===== config.mk =====
export PLATFORM = sky130hd
export DESIGN_NAME = shdw_fsl_bridge
export DESIGN_NICKNAME = d
export VERILOG_FILES = /design/src/rtl/shdw_fsl_bridge.sv
export SDC_FILE = /design/constraint.sdc
export NUM_CORES = 1
export LEC_CHECK = 0
export CAP_MARGIN = 20
export CORE_ASPECT_RATIO = 0.75
export CORE_MARGIN = 2
export CORE_UTILIZATION = 35
export CTS_CLUSTER_DIAMETER = 50
export DETAILED_ROUTE_END_ITERATION = 10
export PLACE_DENSITY = 0.6
export REMOVE_ABC_BUFFERS = 1
export SLEW_MARGIN = 25
export SYNTH_ARGS = -nofsm -noshare
export SYNTH_HDL_FRONTEND = slang
export SYNTH_SLANG_ARGS = --single-unit

===== constraint.sdc =====
create_clock -name clk -period 6.6 [get_ports clk]
set_input_delay 0.66 -clock clk [delete_from_list [all_inputs] [get_ports clk]]
set_output_delay 0.66 -clock clk [all_outputs]
set_load 0.005 [all_outputs]

===== src/rtl/shdw_fsl_bridge.sv =====
// FSL command bridge for a shadow scan chain: decodes commands, dumps one channel through a FIFO, ends with a trailer (optional stall timer: SHDW_DUMP_TIMEOUT_EN).
// Command consumed in 1 cycle, dump words leave >=1 cycle after capture; dump_en drops when the FIFO fills, FSL writes stall on fsl_m_full.

module shdw_fsl_fifo #(
  parameter int DW    = 32,
  parameter int DEPTH = 4
) (
  input  logic          clk,
  input  logic          rst,
  input  logic          push_i,
  input  logic [DW-1:0] wdata_i,
  input  logic          pop_i,
  output logic [DW-1:0] rdata_o,
  output logic          full_o,
  output logic          empty_o
);
  localparam int AW = $clog2(DEPTH);

  logic [DW-1:0] mem_q [DEPTH];
  logic [AW-1:0] wr_ptr_q, rd_ptr_q;
  logic [AW:0]   cnt_q;
  logic          push_ok, pop_ok;

  assign full_o  = (cnt_q == (AW+1)'(DEPTH));
  assign empty_o = (cnt_q == '0);
  assign push_ok = push_i && !full_o;
  assign pop_ok  = pop_i && !empty_o;
  assign rdata_o = mem_q[rd_ptr_q];

  always_ff @(posedge clk) begin
    if (rst) begin
      wr_ptr_q <= '0;
      rd_ptr_q <= '0;
      cnt_q    <= '0;
    end else begin
      if (push_ok) begin
        mem_q[wr_ptr_q] <= wdata_i;
        wr_ptr_q        <= wr_ptr_q + 1'b1;
      end
      if (pop_ok) rd_ptr_q <= rd_ptr_q + 1'b1;
      case ({push_ok, pop_ok})
        2'b10:   cnt_q <= cnt_q + 1'b1;
        2'b01:   cnt_q <= cnt_q - 1'b1;
        default: cnt_q <= cnt_q;
      endcase
    end
  end
endmodule

module shdw_fsl_bridge #(
  parameter int NUM_CH     = 32,
  parameter int DW         = 32,
  parameter int ERR_W      = 12,
  parameter int FIFO_DEPTH = 4,
  parameter int TIMEOUT    = 1024
) (
  input  logic              clk,
  input  logic              rst,
  input  logic [DW-1:0]     fsl_s_data,
  input  logic              fsl_s_ctrl,
  input  logic              fsl_s_exists,
  output logic              fsl_s_read,
  output logic [DW-1:0]     fsl_m_data,
  output logic              fsl_m_ctrl,
  output logic              fsl_m_write,
  input  logic              fsl_m_full,
  output logic              err_en,
  output logic [ERR_W-1:0]  err_ctrl,
  output logic              sh_rst,
  output logic              c_en,
  output logic [NUM_CH-1:0] dump_en,
  input  logic [DW-1:0]     sh_out,
  input  logic [NUM_CH-1:0] sh_out_vld,
  input  logic [NUM_CH-1:0] sh_out_done
);
  typedef enum logic [1:0] {S_IDLE, S_DUMP, S_DRAIN, S_TRAILER} state_e;

  state_e            state_q;
  logic [ERR_W-1:0]  err_ctrl_q;
  logic              err_en_q, sh_rst_q, c_en_q;
  logic [7:0]        ch_q;
  logic [15:0]       cnt_q, cnt_d;
  logic              bad_q, tmo_q;

  logic [NUM_CH-1:0] ch_oh;
  logic              cmd_vld, bad_ch, sel_vld, sel_done, accept, tmo_hit;
  logic [3:0]        opcode;
  logic              fifo_full, fifo_empty, fifo_pop, trailer_wr;
  logic [DW-1:0]     fifo_rdata;
  logic              unused_bits;

  assign fsl_s_read = !rst && (state_q == S_IDLE) && fsl_s_exists;
  assign cmd_vld    = fsl_s_read && !fsl_s_ctrl;
  assign opcode     = fsl_s_data[31:28];
  assign bad_ch     = ({1'b0, fsl_s_data[7:0]} >= 9'(NUM_CH));
  assign unused_bits = ^fsl_s_data;

  always_comb begin
    ch_oh = '0;
    for (int i = 0; i < NUM_CH; i++) ch_oh[i] = (ch_q == 8'(i));
  end

  // Only the selected channel's handshake bits are looked at.
  assign dump_en  = (state_q == S_DUMP && !fifo_full) ? ch_oh : '0;
  assign sel_vld  = |(sh_out_vld & ch_oh);
  assign sel_done = |(sh_out_done & ch_oh);
  assign accept   = (state_q == S_DUMP) && !fifo_full && sel_vld;
  assign cnt_d    = (cnt_q == 16'hFFFF) ? cnt_q : cnt_q + 16'd1;

`ifdef SHDW_DUMP_TIMEOUT_EN
  localparam int TW = $clog2(TIMEOUT + 1);
  logic [TW-1:0] timer_q;
  assign tmo_hit = !accept && (timer_q == TW'(TIMEOUT - 1));
`else
  // Without the timer a stalled dump waits for done or reset.
  assign tmo_hit = (TIMEOUT < 0);
`endif

  shdw_fsl_fifo #(.DW(DW), .DEPTH(FIFO_DEPTH)) u_fifo (
    .clk     (clk),
    .rst     (rst),
    .push_i  (accept),
    .wdata_i (sh_out),
    .pop_i   (fifo_pop),
    .rdata_o (fifo_rdata),
    .full_o  (fifo_full),
    .empty_o (fifo_empty)
  );

  assign fifo_pop    = !rst && !fifo_empty && !fsl_m_full;
  assign trailer_wr  = !rst && (state_q == S_TRAILER) && !fsl_m_full;
  assign fsl_m_write = fifo_pop || trailer_wr;
  assign fsl_m_ctrl  = trailer_wr;

  always_comb begin
    fsl_m_data = '0;
    if (trailer_wr)    fsl_m_data[31:0] = {4'hD, tmo_q, bad_q, 2'b00, ch_q, cnt_q};
    else if (fifo_pop) fsl_m_data = fifo_rdata;
  end

  assign err_en   = err_en_q;
  assign err_ctrl = err_ctrl_q;
  assign sh_rst   = sh_rst_q;
  assign c_en     = c_en_q;

  always_ff @(posedge clk) begin
    if (rst) begin
      state_q    <= S_IDLE;
      err_ctrl_q <= '0;
      err_en_q   <= 1'b0;
      sh_rst_q   <= 1'b0;
      c_en_q     <= 1'b0;
      ch_q       <= '0;
      cnt_q      <= '0;
      bad_q      <= 1'b0;
      tmo_q      <= 1'b0;
`ifdef SHDW_DUMP_TIMEOUT_EN
      timer_q    <= '0;
`endif
    end else begin
      err_en_q <= 1'b0;
      sh_rst_q <= 1'b0;
      case (state_q)
        S_IDLE: begin
          if (cmd_vld) begin
            case (opcode)
              4'h1: begin
                err_ctrl_q <= fsl_s_data[ERR_W-1:0];
                err_en_q   <= 1'b1;
              end
              4'h2: sh_rst_q <= 1'b1;
              4'h3: c_en_q   <= fsl_s_data[0];
              4'h4: begin
                ch_q    <= fsl_s_data[7:0];
                cnt_q   <= '0;
                tmo_q   <= 1'b0;
                bad_q   <= bad_ch;
                state_q <= bad_ch ? S_TRAILER : S_DUMP;
`ifdef SHDW_DUMP_TIMEOUT_EN
                timer_q <= '0;
`endif
              end
              default: ;
            endcase
          end
        end
        S_DUMP: begin
          if (accept) cnt_q <= cnt_d;
`ifdef SHDW_DUMP_TIMEOUT_EN
          timer_q <= accept ? '0 : timer_q + 1'b1;
`endif
          if (sel_done) begin
            state_q <= S_DRAIN;
          end else if (tmo_hit) begin
            tmo_q   <= 1'b1;
            state_q <= S_DRAIN;
          end
        end
        S_DRAIN: begin
          if (fifo_empty) state_q <= S_TRAILER;
        end
        S_TRAILER: begin
          if (trailer_wr) state_q <= S_IDLE;
        end
        default: state_q <= S_IDLE;
      endcase
    end
  end
endmodule


[Word level (Yosys, flattened, before mapping)]
Memories as Yosys holds them, arrays and structs flattened. A register that Yosys moved wholly into a read port is not among the register bits.
Cells that the tools add are included.
W data, S select, Z words.
Operators by class
  add/sub/neg operators: 5
  order comparisons: 1
  eq/ne operators: 49
  mux-type cells: 23
  bitwise operators: 4
  reductions and logical operators: 30
Operator list (number)
  $eq A8 B5 Y1 const B: 16
  $mux W32: 3
  $and A32 B32 Y32: 2
  $eq A8 B4 Y1 const B: 8
  $mux W16: 4
  $reduce_or A32 Y1: 2
  $eq A8 B3 Y1 const B: 4
  $pmux W16 S2: 1
  $add A16 B1 Y16 const B: 1
  $eq A16 B16 Y1 const B: 1
  $eq A8 B2 Y1 const B: 2
  $mux W2: 8
  $logic_and A1 B1 Y1: 11
  $reduce_and A5 Y1: 2
  $reduce_and A3 Y1: 3
  $eq A4 B2 Y1 const B: 2
  $eq A8 B1 Y1 const B: 1
  $ge A8 B6 Y1 const B: 1
  $logic_not A8 Y1: 1
  $ne A2 B2 Y1 const B: 4
  $pmux W2 S4: 1
  $eq A2 B2 Y1 const B: 3
  $ne A2 B1 Y1 const B: 3
  $pmux W3 S2: 1
  15 further kinds: 27
Word-level totals
  register bits: 49
  memory bits (writable): 128
  input bits: 133
  memories kept: 1
Memory list
  u_fifo.mem_q: depth 4, width 32, read ports 1, clocked after memory_dff 1, wr ports 1, RTL line 19  | logic [DW-1:0] mem_q [DEPTH];

[Depth between registers and ports, before layout]
  depth after elaboration: 8
  gate-level depth with buffers: 15
  depth with buffers taken out: 12

[Modules after synthesis]
Synthesis repeated with hierarchy kept, for this count alone.
Unflattened totals
  cells, all modules: 645
  area total of the unflattened synthesis: 8468.1 um^2
Modules (own cells, without submodules)
  shdw_fsl_fifo: instances 1, cells an instance 221, area an instance 5144.9 um^2, seq. area each 4023.9 um^2
  shdw_fsl_bridge: instances 1, cells an instance 424, area an instance 3323.2 um^2, seq. area each 840.8 um^2

[Worst setup path before layout]
Ideal clock, no wire load.
  kind: register to register
  from: reg ch_q[4]
  to: mem u_fifo.mem_q[0][0], enable pin
  data arrival time: 4.378 ns
  path slack: 1.754 ns
  stages on the path, launching flop included: 10
  buffers on the path: 2
  cells stage by stage: dfxtp_1 -> buf_2 -> nor4b_4 -> a22oi_2 -> or4_1 -> a32oi_2 -> or4_1 -> buf_4 -> nand2_2 -> nor3b_1
On the way
  word-level cells in the longest chain between the ends: 8
  elaborated cells between the ends (all ways): 39
RTL lines
  start: declaration: RTL line 81  | logic [7:0] ch_q;
  start signal: assignment: RTL line 174  | ch_q <= fsl_s_data[7:0];
  $eq A8 B1 Y1 (tied with other cells): RTL line 100  | for (int i = 0; i < NUM_CH; i++) ch_oh[i] = (ch_q == 8'(i));
  $and A32 B32 Y32 (*): RTL line 105  | assign sel_vld = |(sh_out_vld & ch_oh);
  $reduce_or A32 Y1 (*): RTL line 105
  $logic_and A1 B1 Y1 (*): RTL line 107  | assign accept = (state_q == S_DUMP) && !fifo_full && sel_vld;
  $logic_and A1 B1 Y1 (*): RTL line 26  | assign push_ok = push_i && !full_o;
  $mux W1 (*): RTL line 36  | if (push_ok) begin
  $mux W1 (*): RTL line 31  | if (rst) begin
  $mux W1 (not written as such) (*): RTL line 37  | mem_q[wr_ptr_q] <= wdata_i;
  end: declaration: RTL line 19
Every way passes the cells marked *; elsewhere a longest branch is shown, timed or not.

[Final worst setup path]
  from: reg ch_q[1]
  to: reg u_fifo.cnt_q[2]
On the way
  word-level cells in the longest chain between the ends: 7
  elaborated cells between the ends (all ways): 40
RTL lines
  $eq A8 B1 Y1 (tied with other cells): RTL line 100
  $and A32 B32 Y32 (*): RTL line 105
  $reduce_or A32 Y1 (*): RTL line 105
  $logic_and A1 B1 Y1 (*): RTL line 107
  $logic_and A1 B1 Y1 (*): RTL line 26
  $eq A2 B1 Y1 or $eq A2 B2 Y1 (tied branches): RTL line 41  | case ({push_ok, pop_ok})
  $pmux W3 S2 or $reduce_bool A2 Y1 (tied branches)
  end signal: assignment: RTL line 42  | 2'b10: cnt_q <= cnt_q + 1'b1;
  end signal: assignment: RTL line 43  | 2'b01: cnt_q <= cnt_q - 1'b1;
  end signal: assignment: RTL line 44  | default: cnt_q <= cnt_q;
  end: declaration: RTL line 21  | logic [AW:0] cnt_q;
Marked as above.
A chain may end at the register's enable or synchronous reset.

==> results.json <==
{
  "clk_pin_slew_ns": 0.07,
  "path_class": "reg2reg",
  "avgRoutedWirePerCell_um": 20.0,
  "worstPathArrival_ns": 4.92,
  "drtAntennaViolNets": 0,
  "slew_viol_final": 0,
  "layout.nets": 992,
  "max_freq_mhz": 219,
  "worst_slew_pin_slew_ns": 0.977,
  "postCtsSetupBuffers": 0,
  "status": "finished clean",
  "root_buffer": "clkbuf_16",
  "h-tree-depth": 4,
  "antenna_found_initial": 1,
  "required_ns": 6.96,
  "period_needed_ns": 4.56,
  "slew_headroom_pct": 34.8,
  "die_area_um2": 25200,
  "overflow": 0,
  "whs_ns": 0.458,
  "fin_crit_sh_pct": 69.1,
  "hp-class": "reg2reg",
  "areaGrowthSynthToFinish_pct": 33.4,
  "avgSynthCellArea_um2": 12.6,
  "num_vias": 6185,
  "grt_pass1_vias": 5990,
  "start_util_pct": 36.0,
  "io_buffers": 198,
  "gp_congestion": 0.790,
  "clock-sinks": 179,
  "cellPowerDensity_nw_per_um2": 231,
  "fin_worst_skew_ns": 0.0113,
  "dr.first_iter.drc_count": 390,
  "ys_seq_elements": 179,
  "hold_viol_final": 0,
  "layout.area.seq_um2": 4870,
  "drv_cap": 0,
  "top_layer_used": "met4",
  "grt_usage_pct": 18.5,
  "crit_fanout": 25,
  "m1WireLength_um": 10200,
  "viasPerCell": 5.33,
  "grt_max_degree": 51,
  "cp-end-kind": "register",
  "die_y_um": 138,
  "p_leak_uw": 0.00365,
  "grt_pass1_wl_um": 35200,
  "wl_met2_um": 10800,
  "setup_viol": 0,
  "final_cell_area_um2": 11200,
  "synth-main-ff-cell": "edfxtp_1",
  "dpl_cell_area_um2": 10600,
  "whs_endpoint": "err_ctrl[11]",
  "cts_tree": "built",
  "clock_latency_ns": 0.44,
  "core_um2": 23200,
  "cts_made_buffers": 17,
  "hold_depth": 2,
  "layout-drive-gt1-share_pct": 11.4,
  "ys_async_sr_fraction_pct": 0,
  "hold_start": "err_ctrl[11]",
  "drt-total-wl_um": 23200,
  "ys_warn_count": 0,
  "placementRows": 48,
  "io_pins": 215,
  "netlist_area_um2": 8360,
  "r2r_setup_slack_ns": 2.04,
  "die_x_um": 182,
  "ir_drop_mv": 0.180,
  "rr_endpoint": "u_fifo.cnt_q[2]",
  "clk_path_buf_depth": 2,
  "dp_hpwl_um": 16000,
  "critPathLaunchType": "register",
  "synth_cell_types": 70,
  "ctsResizeCount": 0,
  "yosysSeqAreaShare_pct": 58.2,
  "nFillCells": 2096,
  "syn_inst": 663,
  "reg2reg_from": "ch_q[1]",
  "rr_worst_depth": 10,
  "met3_length_um": 1910,
  "synth_edf_count": 128,
  "setup-tns-final_ns": 0,
  "holdBufCountCts": 0,
  "multiInputGateArea_um2": 3250,
  "drtPass1Iterations": 5,
  "rsz0062_at_grt": "no",
  "drc_errors": 0
}
==> critical path, cell delays in order (launching register included) <==
cell      delay, ns
dfxtp_1        0.97
clkinv_1       0.55
o31a_1         0.46
or4_1          0.90
nand2_2        0.30
ha_1           0.21
inv_1          0.07
fa_1           0.43
xor2_1         0.15
or3_1          0.30
a21oi_1        0.14
==> how the worst max path moves through the flow <==
| stage | start | to | slack [ns] | cells past startpoint |
|---|---|---|---|---|
| after floorplan | ch_q[4] | u_fifo.mem_q[0][0] | 1.32 | 7 |
| after global placement | sh_out_vld[9] | u_fifo.cnt_q[2] | 2.01 | 13 |
| after detailed placement | sh_out_vld[9] | u_fifo.cnt_q[2] | 2.00 | 13 |
| after CTS | ch_q[1] | u_fifo.cnt_q[2] | 2.04 | 10 |
| after global routing | ch_q[1] | u_fifo.cnt_q[2] | 1.77 | 11 |
| final | ch_q[1] | u_fifo.cnt_q[2] | 2.04 | 10 |
==> layout by cell type (no fill, tap or decap), types with 6 or more instances in the layout <==
master           Yosys  final
inv_1               14     14
a22o_1              25     25
nor2_1              68     67
nand3_1             31     31
or3_1                6      6
buf_4                1     12
a21oi_1             21     21
nor3_1               7      7
mux2i_1             20     20
and2_1               6      6
a31oi_1             25     25
edfxtp_1           128    128
and3_1               8      8
dfxtp_1             51     49
clkbuf_16            0     17
nand2_1             63     63
mux4_2              33     33
o21ai_0             13     13
clkdlybuf4s50_1      0    197
ha_1                11     11
==> metrics by stage <==
stage / instances / total power [uW] / worst slack [ns] / utilization (%)
after floorplan: 618 / 1460 / 1.32 / -
after global placement: 1128 / 1660 / 2.01 / 45.7
after detailed placement: 1128 / 1660 / 2.00 / 45.7
after CTS: 1159 / 2600 / 2.04 / 48.0
after global routing: 1159 / 2680 / 1.77 / 48.0
final: 1160 / 2580 / 2.04 / 48.0
==> routing by layer <==
layer,vias to the layer above,track usage [%]
li1,2914,-
met1,2971,24.9
met2,285,30.4
met3,15,4.36
met4,0,5.02
met5,-,0
==> kinds of logic after synthesis <==
logic type | after synthesis | synth area share (%)
AOI/OAI and AO/OA | 121 | 10.5
xor gates and xnor gates | 4 | 0.419
and+or+nand+nor | 231 | 14.1
DFF | 179 | 58.2
buffers and inverters | 61 | 3.29
muxes | 55 | 11.6
adders and majority gates | 12 | 1.89
==> state kept, by name, summed over array words and instances, names as in the netlist, named ones only <==
name / flops
u_fifo.mem_q: 128
cnt_q: 16
err_ctrl: 12
ch_q: 8
u_fifo.cnt_q: 3
state_q: 2
u_fifo.rd_ptr_q: 2
u_fifo.wr_ptr_q: 2
bad_q: 1
c_en: 1
err_en: 1
sh_rst: 1
==> power by group <==
| part | internal, uW | switching [uW] | leakage (uW) |
|---|---|---|---|
| Sequential | 1230 | 19.7 | 0.00156 |
| Combinational | 188 | 192 | 0.00182 |
| Clock | 491 | 456 | 0.000264 |
==> cells in the mapped netlist, types with 8 or more instances <==
library cell / number / area (um2)
edfxtp_1: 128 / 3840
nor2_1: 68 / 255
nand2_1: 63 / 236
dfxtp_1: 51 / 1020
mux4_2: 33 / 743
nand3_1: 31 / 155
a22o_1: 25 / 219
a31oi_1: 25 / 156
clkbuf_1: 23 / 86.3
a21oi_1: 21 / 105
mux2i_1: 20 / 200
inv_1: 14 / 52.6
o21ai_0: 13 / 65.1
ha_1: 11 / 138
buf_2: 9 / 45.0
and3_1: 8 / 50.1
==> cell type report <==
class	count	area share, %
diodes	1	0.0224
clock buffers	17	3.81
clock inverters	14	1.03
inverters	16	0.538
multi-input cells	423	29.1
flip-flops and latches	179	43.6
well taps	300	3.36
repair buffers	210	18.5
(Power assumes the default switching activity.)
